<file path="config.mk">
export PLATFORM = sky130hd
export DESIGN_NAME = setbit_index_stream_int32_flat
export DESIGN_NICKNAME = d
export VERILOG_FILES = /design/src/rtl/setbit_index_stream_int32_if.sv /design/src/rtl/setbit_index_stream_int32.sv /design/src/flat_wrapper.sv
export SDC_FILE = /design/constraint.sdc
export NUM_CORES = 1
export LEC_CHECK = 0
export ABC_CLOCK_PERIOD_IN_PS = 3400
export CAP_MARGIN = 20
export CORE_AREA = 2 2 83 85
export CTS_CLUSTER_DIAMETER = 60
export DETAILED_ROUTE_END_ITERATION = 10
export DIE_AREA = 0 0 85 87
export HOLD_SLACK_MARGIN = 0.15
export PLACE_DENSITY = 0.74
export SYNTH_ARGS = -nofsm -noshare
export SYNTH_HDL_FRONTEND = slang
export SYNTH_SLANG_ARGS = --single-unit
</file>
<file path="constraint.sdc">
create_clock -name clk -period 3.4 [get_ports clk]
set_clock_uncertainty 0.05 [all_clocks]
set_input_delay 0.68 -clock clk [delete_from_list [all_inputs] [get_ports clk]]
set_output_delay 0.68 -clock clk [all_outputs]
set_load 0.02 [all_outputs]
</file>
<file path="src/rtl/setbit_index_stream_int32_if.sv">
// Word-in / set-bit-index-out handshake bundle for setbit_index_stream_int32.
// The master side is the producer and consumer pair. The slave side is the enumerator.
interface setbit_index_stream_int32_if;
    logic        in_valid;
    logic        in_ready;
    logic [31:0] A;
    logic        out_valid;
    logic        out_ready;
    logic [4:0]  out_idx;
    logic [5:0]  out_ord;
    logic        out_last;
    logic        out_empty;

    modport master (
        output in_valid, A, out_ready,
        input  in_ready, out_valid, out_idx, out_ord, out_last, out_empty
    );

    modport slave (
        input  in_valid, A, out_ready,
        output in_ready, out_valid, out_idx, out_ord, out_last, out_empty
    );
endinterface

</file>
<file path="src/rtl/setbit_index_stream_int32.sv">
// Expands a 32-bit word into a stream of its set-bit positions, LSB first.
// Each beat also carries the 1-based ordinal of that bit. An all-zero word yields one empty beat.
module setbit_index_stream_int32 #(
    parameter int WIDTH = 32
) (
    input  logic                       clk,
    input  logic                       rst_n,
    setbit_index_stream_int32_if.slave bus
);

    typedef enum logic [0:0] {
        ST_IDLE = 1'b0,
        ST_EMIT = 1'b1
    } state_t;

    state_t             state_q, state_d;
    logic [WIDTH-1:0]   mask_q,  mask_d;
    logic [5:0]         ord_q,   ord_d;
    logic               empty_q, empty_d;

    logic               emit_s;
    logic               last_s;
    logic [4:0]         low_idx_s;

    // LSB-first priority encoder: the scan runs from high to low, so the lowest set bit wins.
    function automatic logic [4:0] lowest_set_idx(input logic [WIDTH-1:0] m);
        logic [4:0] idx;
        idx = 5'd0;
        for (int i = WIDTH - 1; i >= 0; i--) begin
            if (m[i]) begin
                idx = i[4:0];
            end
        end
        return idx;
    endfunction

    function automatic logic at_most_one_set(input logic [WIDTH-1:0] m);
        return ((m & (m - {{(WIDTH-1){1'b0}}, 1'b1})) == {WIDTH{1'b0}});
    endfunction

    // Output decode from registered state only; nothing here looks at in_valid or out_ready.
    always_comb begin
        emit_s        = (state_q == ST_EMIT);
        low_idx_s     = lowest_set_idx(mask_q);
        last_s        = empty_q || at_most_one_set(mask_q);
        bus.in_ready  = !emit_s;
        bus.out_valid = emit_s;
        if (emit_s) begin
            bus.out_idx   = low_idx_s;
            bus.out_ord   = empty_q ? 6'd0 : ord_q;
            bus.out_last  = last_s;
            bus.out_empty = empty_q;
        end else begin
            bus.out_idx   = 5'd0;
            bus.out_ord   = 6'd0;
            bus.out_last  = 1'b0;
            bus.out_empty = 1'b0;
        end
    end

    // Next-state logic: capture a word in IDLE, peel off one set bit per accepted beat in EMIT.
    always_comb begin
        state_d = state_q;
        mask_d  = mask_q;
        ord_d   = ord_q;
        empty_d = empty_q;
        case (state_q)
            ST_IDLE: begin
                if (bus.in_valid) begin
                    mask_d  = bus.A;
                    ord_d   = 6'd1;
                    empty_d = (bus.A == {WIDTH{1'b0}});
                    state_d = ST_EMIT;
                end else begin
                    state_d = ST_IDLE;
                end
            end
            ST_EMIT: begin
                if (bus.out_ready) begin
                    mask_d = mask_q & (mask_q - {{(WIDTH-1){1'b0}}, 1'b1});
                    ord_d  = ord_q + 6'd1;
                    if (last_s) begin
                        state_d = ST_IDLE;
                    end else begin
                        state_d = ST_EMIT;
                    end
                end else begin
                    state_d = ST_EMIT;
                end
            end
            default: begin
                state_d = ST_IDLE;
            end
        endcase
    end

    // State register. An asynchronous reset drops any partially emitted word.
    always_ff @(posedge clk or negedge rst_n) begin
        if (!rst_n) begin
            state_q <= ST_IDLE;
            mask_q  <= {WIDTH{1'b0}};
            ord_q   <= 6'd0;
            empty_q <= 1'b0;
        end else begin
            state_q <= state_d;
            mask_q  <= mask_d;
            ord_q   <= ord_d;
            empty_q <= empty_d;
        end
    end

endmodule

</file>
<file path="src/flat_wrapper.sv">
// flat-port wrapper written by rule: the top's interface ports become plain ports
module setbit_index_stream_int32_flat 
#(
    parameter int WIDTH = 32
)
  (clk, rst_n, bus_in_valid, bus_A, bus_out_ready, bus_in_ready, bus_out_valid, bus_out_idx, bus_out_ord, bus_out_last, bus_out_empty);
  setbit_index_stream_int32_if bus_i ();
  input  logic clk;
  input  logic rst_n;
  input wire logic [$bits(bus_i.in_valid)-1:0] bus_in_valid;
  input wire logic [$bits(bus_i.A)-1:0] bus_A;
  input wire logic [$bits(bus_i.out_ready)-1:0] bus_out_ready;
  output wire logic [$bits(bus_i.in_ready)-1:0] bus_in_ready;
  output wire logic [$bits(bus_i.out_valid)-1:0] bus_out_valid;
  output wire logic [$bits(bus_i.out_idx)-1:0] bus_out_idx;
  output wire logic [$bits(bus_i.out_ord)-1:0] bus_out_ord;
  output wire logic [$bits(bus_i.out_last)-1:0] bus_out_last;
  output wire logic [$bits(bus_i.out_empty)-1:0] bus_out_empty;
  assign bus_i.in_valid = bus_in_valid;
  assign bus_i.A = bus_A;
  assign bus_i.out_ready = bus_out_ready;
  assign bus_in_ready = bus_i.in_ready;
  assign bus_out_valid = bus_i.out_valid;
  assign bus_out_idx = bus_i.out_idx;
  assign bus_out_ord = bus_i.out_ord;
  assign bus_out_last = bus_i.out_last;
  assign bus_out_empty = bus_i.out_empty;
  setbit_index_stream_int32 #(.WIDTH(WIDTH)) u_core (.clk(clk), .rst_n(rst_n), .bus(bus_i));
endmodule
</file>
==> results of run 1 <==
## Yosys cell counts, drive strengths merged, types with 2 or more instances
cell    number
dfrtp       40
nor2        33
o21ai       33
clkbuf      27
nand2       25
mux2i       21
a21oi       18
nor4        17
nand3       12
o211ai      12
inv          9
or4          9
nor3         8
and2         6
o311ai       6
o31ai        6
nand4        5
o41ai        5
a22o         4
a211oi       3
a21boi       3
buf          3
or3          3
a211o        2
a311oi       2
a31oi        2
maj3         2
nand2b       2
nor2b        2
o21a         2
or2          2
## per-layer routing
| metal | vias to the layer above | global-route usage [%] | share of wire [%] |
|---|---|---|---|
| met5 | - | 0 | 0 |
| met4 | 0 | 7.504 | 2.0 |
| met3 | 18 | 3.981 | 4.8 |
| met2 | 101 | 45.17 | 50 |
| met1 | 1446 | 32.88 | 43 |
| li1 | 1466 | - | - |
## path summary, 6_finish.rpt
kind | end | slack [ps] | depth (start not counted) | startpoint
min in group clk | u_core.ord_q[4] | 450 | 1 | u_core.ord_q[4]
max reg2reg | u_core.bus.out_valid | 330 | 7 | u_core.mask_q[7]
min reg2reg | u_core.ord_q[4] | 450 | 1 | u_core.ord_q[4]
max | bus_out_last | -600 | 7 | u_core.mask_q[7]
min | u_core.mask_q[24] | 450 | 1 | rst_n
max in group asynchronous | u_core.mask_q[11] | 2280 | 1 | rst_n
## state kept, by name, indices dropped and copies added (netlist names)
name,flops
u_core.bus.out_valid,1
u_core.empty_q,1
u_core.mask_q,32
u_core.ord_q,6
## kinds of logic (layout without fill, tap and decap cells)
group / after synthesis / count (layout) / synth area share [%]
AND/OR/NAND/NOR: 126 / 126 / 22.62
multiplexers: 21 / 21 / 7.540
flip-flops: 40 / 40 / 35.91
buffers and inverters: 40 / 123 / 5.700
AO/OA/AOI/OAI: 110 / 110 / 26.75
XOR/XNOR: 1 / 1 / 0.3142
adder cells (fa/ha/maj): 3 / 3 / 1.167
## stage by stage
| step | cell area [sq um] | worst slack, ps | TNS, ps | hold WS, ps |
|---|---|---|---|---|
| 6_report | 3779 | -595.6 | -595.6 | 452.2 |
| 5_1_grt | 3779 | -684.4 | -684.4 | 483.2 |
| 4_1_cts | 3777 | -585.8 | -585.8 | 454.8 |
| 3_5_place_dp | 3697 | -756.7 | -756.7 | 440.6 |
| 3_3_place_gp | 3697 | -685.6 | -685.6 | 418.6 |
| 2_1_floorplan | 2816 | -189.4 | -189.4 | 334.4 |
## area by class of cell
| class | instances | area, sq um | share of cell area, % |
|---|---|---|---|
| multi-input cells | 261 | 1650 | 43.68 |
| flip-flops and latches | 40 | 1001 | 26.49 |
| repair buffers | 106 | 912.1 | 24.14 |
| well taps | 80 | 100.1 | 2.649 |
| clock buffers | 6 | 72.57 | 1.921 |
| inverters | 10 | 37.54 | 0.9934 |
| clock inverters | 1 | 5.005 | 0.1325 |
## critical path, delay by kind of cell (launching register included)
kind            cells  cell delay (ps)
flops               1              380
buf+inv             1              200
compound gates      3              940
simple gates        3             1430
## power by group through the flow
stage               Clock, W  Combinational, W  Sequential, W
finish              0.000309           0.00304       0.000779
floorplan                  0           0.00169       0.000749
CTS                 0.000313           0.00302       0.000775
global route        0.000333           0.00330       0.000803
global placement           0           0.00301       0.000771
detailed placement         0           0.00301       0.000782
## repair_timing
action,4_1_cts,5_1_grt
buffers inserted,0,0
gates resized for setup,9,6
hold endpoints to repair,0,0
pin swaps,0,0
setup endpoints to repair,3,4
cloned,0,0
==> impl_results.md, run 1 <==
* Status: finished with violations
* Failing checks: setup timing
* Min setup slack post-route at -595.6 ps
* Total number of H-tree levels at 2
* Pwr/cell area at 1093 nW/um^2
* Commonest cells after routing, fill and taps aside: buf_4, clkdlybuf4s50_1, dfrtp_1, nor2_1, o21ai_0
* Number of detailed-route iterations in the first pass at 5
* DIE AREA at 7395 sq um
* Net Count, Synth at 378
* FFs w/ async S/R, synth at 100.0%
* Clock root buffer: clkbuf_8
* CTS clk-pin slew, worst paths at 80 ps
* Initial Utilization at 42.44%
* Critical path endpoint category: output pin
* Final Power at 0.004128 W
* Gr ovfl total at 0
* Global Route Usage Sum at 25.77%
* Routed via count at 3031
* Sequential area share after synthesis at 35.91%
* Synth Flop Type: dfrtp_1
* Post-Layout Cell Count at 504
* Slew Viols, Final at 0
* PortBufs at 50
* Post-synth top area cell: dfrtp_1
* Die height at 87 um
* Routed Antenna Nets at 0
* Slew @ Worst Pin at 907.7 ps
* Vias in the first global route at 2886
* Syn avg cell area at 8.175 sq um
* Worst path arrival time at 3270 ps
* Clk_lat worst skew at 300 ps
* WL per Instance at 18.15 um
* Final worst path period share at 117.5%
* Cell count after synthesis at 341
* CP dominant cell by count: or4_4
* Netlist cell types at 51
* Core area at 6569 sq um
* Hold WC Path Type: primary input to async pin
* Leakage Power at 1.674 nW
* Final setup vio count at 1
* RSZ-0062 raised after global routing: true
* Slew margin rel. at 39.49%
* Maxcap violations at 0
* Cell-by-cell trace of the critical path: or4_4 > or4_4 > or3_1 > a2111o_1 > a211o_1 > o41ai_4 > buf_4
* Critical path's slowest cell: or4_4
* Startpoint types: flip-flop
* Reg power frac at 18.9%
* CTS tree: done
* Top cell type's share of synthesized area at 35.91%
* Setup CP Type: flip-flop to output pin
* Antenna violations before repair at 0
* First-pass GRT wire length at 14790 um
* Fillers at 623
* Remaining DRCs at 0
* Routability congestion estimate at 0.9458
* I/O pin count at 51
* Clk pwr share at 7.5%
* Switching Share at 46.40%
* Max stage delay on crit path at 550 ps
* Row cnt at 30
* Internal power at 0.002213 W
* Comb power frac at 73.6%
* Syn. warnings at 0
* WL final at 9146 um
* Fraction of layout cells with a size suffix above 1 at 16.98%
* Achievable Freq at 250.3 MHz
* Placed cells at 497
* Longest Clk Path Bufs at 2
* Net Sw Power at 0.001916 W
* Chip Width at 85 um
* Flops & latches, synth at 40
* CTS Hold Bufs at 0
* Initial drt markers at 169
* Commonest non-fill, non-tap cell in the layout: buf_4
* Inserted Diodes at 0
* Via-per-instance ratio at 6.014
* Worst EP required at 2670 ps
* Area grow syn2layout at 35.55%
* VDD IR max at 0.8937 mV
* Synth Cell Area at 2788 sq um
* TritonCTS Buffers at 5
* Max FO, Critical Path at 2
* Final design utilization at 57.52%
* DP HPWL at 6996 um
* Endpoints failing hold at 0
* Most area-consuming cells after synthesis: dfrtp_1, mux2i_1, o21ai_0, nor2_1, nor4_1
* Final Critical Period at 3996 ps
* Post-synth EDFFs at 0
* Final nets at 461
* Largest net degree at the start of global routing at 51
* Clock sink count at 40
Note: power is estimated with default switching activity, not from simulation.
==> inputs of run 2 (changes only) <==
--- a/config.mk
+++ b/config.mk
@@ -7,12 +7,12 @@
 export LEC_CHECK = 0
 export ABC_CLOCK_PERIOD_IN_PS = 3400
 export CAP_MARGIN = 20
-export CORE_AREA = 2 2 83 85
+export CORE_AREA = 2 2 80 82
 export CTS_CLUSTER_DIAMETER = 60
 export DETAILED_ROUTE_END_ITERATION = 10
-export DIE_AREA = 0 0 85 87
+export DIE_AREA = 0 0 82 84
 export HOLD_SLACK_MARGIN = 0.15
-export PLACE_DENSITY = 0.74
+export PLACE_DENSITY = 0.79
 export SYNTH_ARGS = -nofsm -noshare
 export SYNTH_HDL_FRONTEND = slang
 export SYNTH_SLANG_ARGS = --single-unit
==> run 2 against run 1 <==
  * Critical endpoint unchanged
  * Sequential share of layout area down 0.23 points
  * The run still ends with setup timing left
  * Worst setup slack better by 91 ps
  * Largest cell class unchanged
  * Register-to-register slack better by 90 ps
  * Design area up 0.89%
  * Core utilization up 5.0 points
  * Worst hold slack worse by 10 ps
  * Power up 1.9%
  * Highest routed layer unchanged
==> impl_results.md, run 2 (synthesized netlist as in run 1, its figures left out) <==
* Worst EP required at 2670 ps
* Min setup slack post-route at -504.3 ps
* WL per Instance at 18.41 um
* Failing checks: setup timing
* Initial drt markers at 343
* Cell-by-cell trace of the critical path: or4_4 > or4_4 > or3_1 > a2111o_1 > a211o_1 > o41ai_4 > buf_4
* Worst Hold End: u_core.ord_q[5]
* Inserted Diodes at 0
* Largest net degree at the start of global routing at 51
* CP delay by family, top: simple AND/OR/NAND/NOR gates
* Slew margin rel. at 40.13%
* Final design area excluding fillers at 3812 sq um
* WL final at 9240 um
* Commonest non-fill, non-tap cell in the layout: buf_4
* Routed Antenna Nets at 0
* TritonCTS Buffers at 5
* Post-Layout Cell Count at 502
* I/O pin count at 51
* Pwr/cell area at 1103 nW/um^2
* VDD IR max at 0.7768 mV
* Remaining DRCs at 0
* FF-to-FF End: u_core.mask_q[30]
* Achievable Freq at 256.1 MHz
* CTS tree: done
* Maxcap violations at 0
* RSZ-0062 raised after global routing: true
* Largest register FFs at 32
* PortBufs at 50
* Final Power at 0.004205 W
* Final nets at 462
* Worst path arrival time at 3170 ps
* Final Critical Period at 3904 ps
* Slew Viols, Final at 0
* Clk_lat worst skew at 290 ps
* Reg-to-reg slack, setup at 420 ps
* Antenna violations before repair at 0
* Min-delay src: u_core.ord_q[5]
* Total number of H-tree levels at 2
* Hold depth at 1
* Max FO, Critical Path at 2
* Final worst path period share at 114.8%
* Setup CP Type: flip-flop to output pin
* Critical path endpoint category: output pin
* First-pass GRT wire length at 14560 um
* Startpoint types: flip-flop
* Number of setup buffers added after CTS at 0
* DP HPWL at 6931 um
* CP dominant cell by count: or4_4
* Initial Utilization at 45.73%
* Area grow syn2layout at 36.76%
* Leakage Power at 1.697 nW
* Endpoints failing hold at 0
* Fraction of layout cells with a size suffix above 1 at 17.41%
* Row cnt at 29
* Hold WC Path Type: flip-flop to flip-flop
* Global Route Usage Sum at 27.63%
* Biggest regs: u_core.mask_q x32, u_core.ord_q x6
* Placed cells at 495
* DIE AREA at 6888 sq um
* Critical path's slowest cell: or4_4
* Slew @ Worst Pin at 898.1 ps
* CTS clk-pin slew, worst paths at 70 ps
* Vias in the first global route at 2970
* Critical path buffer and inverter count at 1
* Clock sink count at 40
* Core area at 6096 sq um
* Worst r2r path cells at 8
* RR Startpoint: u_core.mask_q[10]
* Chip Width at 82 um
* Via-per-instance ratio at 6.327
* Max stage delay on crit path at 550 ps
* Commonest cells after routing, fill and taps aside: buf_4, clkdlybuf4s50_1, dfrtp_1, nor2_1, o21ai_0
* Routed via count at 3176
* Routability congestion estimate at 1.004
* Longest Clk Path Bufs at 2
* Biggest register: u_core.mask_q
* Gr ovfl total at 0
* Area after DPL at 3701 sq um
* Number of detailed-route iterations in the first pass at 5
* Clock root buffer: clkbuf_8
* Status: finished with violations
* Final setup vio count at 1
* Die height at 84 um
-- run 2: metal layers --
metal,part of all wire [%],vias to the layer above,GRT usage (%)
li1,-,1457,-
met1,40,1525,33.54
met2,50,161,46.64
met3,6.2,33,4.762
met4,4.0,0,12.73
met5,0,-,0
-- run 2: area by class of cell --
cell class              instances  area, sq um
repair buffers                107        927.1
multi-input cells             261         1654
well taps                      77        96.34
clock buffers                   7        96.34
inverters                      10        37.54
fillers                       528         2283
flip-flops and latches         40         1001
-- run 2: worst max-delay path by stage --
stage	slack, ps	from	cells after the start	end
final	-500	u_core.mask_q[10]	7	bus_out_last
after global routing	-580	u_core.mask_q[7]	7	bus_out_last
after floorplan	-190	u_core.mask_q[7]	7	bus_out_last
after detailed placement	-660	u_core.mask_q[7]	7	bus_out_last
after global placement	-620	u_core.mask_q[7]	7	bus_out_last
after CTS	-520	u_core.mask_q[7]	7	bus_out_last
-- run 2: where the power goes --
part / internal [W] / switching (W) / total, W
clock: 0.000181 / 0.000162 / 0.000342
combinational: 0.00146 / 0.00162 / 0.00308
sequential: 0.000625 / 0.000155 / 0.000780
-- run 2: timing repair --
action	4_1_cts	5_1_grt
pin swaps	0	0
hold buffers	0	0
gates resized for setup	6	6
endpoints found under the setup margin	2	5
-- run 2: through the flow --
step                      utilization (%)  hold WS (ps)  setup slack (ps)  setup TNS [ps]
after floorplan                         -         334.4            -189.4          -189.4
after global placement              60.71         417.8            -623.9          -623.9
after detailed placement            60.71         435.4            -658.7          -658.7
after CTS                           62.23         445.2            -515.6          -515.6
after global routing                62.54         470.5            -584.8          -584.8
final                               62.54         442.0            -504.3          -504.3
==> inputs of run 3 (changes only) <==
--- a/config.mk
+++ b/config.mk
@@ -16,3 +16,4 @@
 export SYNTH_ARGS = -nofsm -noshare
 export SYNTH_HDL_FRONTEND = slang
 export SYNTH_SLANG_ARGS = --single-unit
+export TNS_END_PERCENT = 5
==> results of run 3 <==
Same layout as run 2: the final DEF is identical, and so are final timing and power.
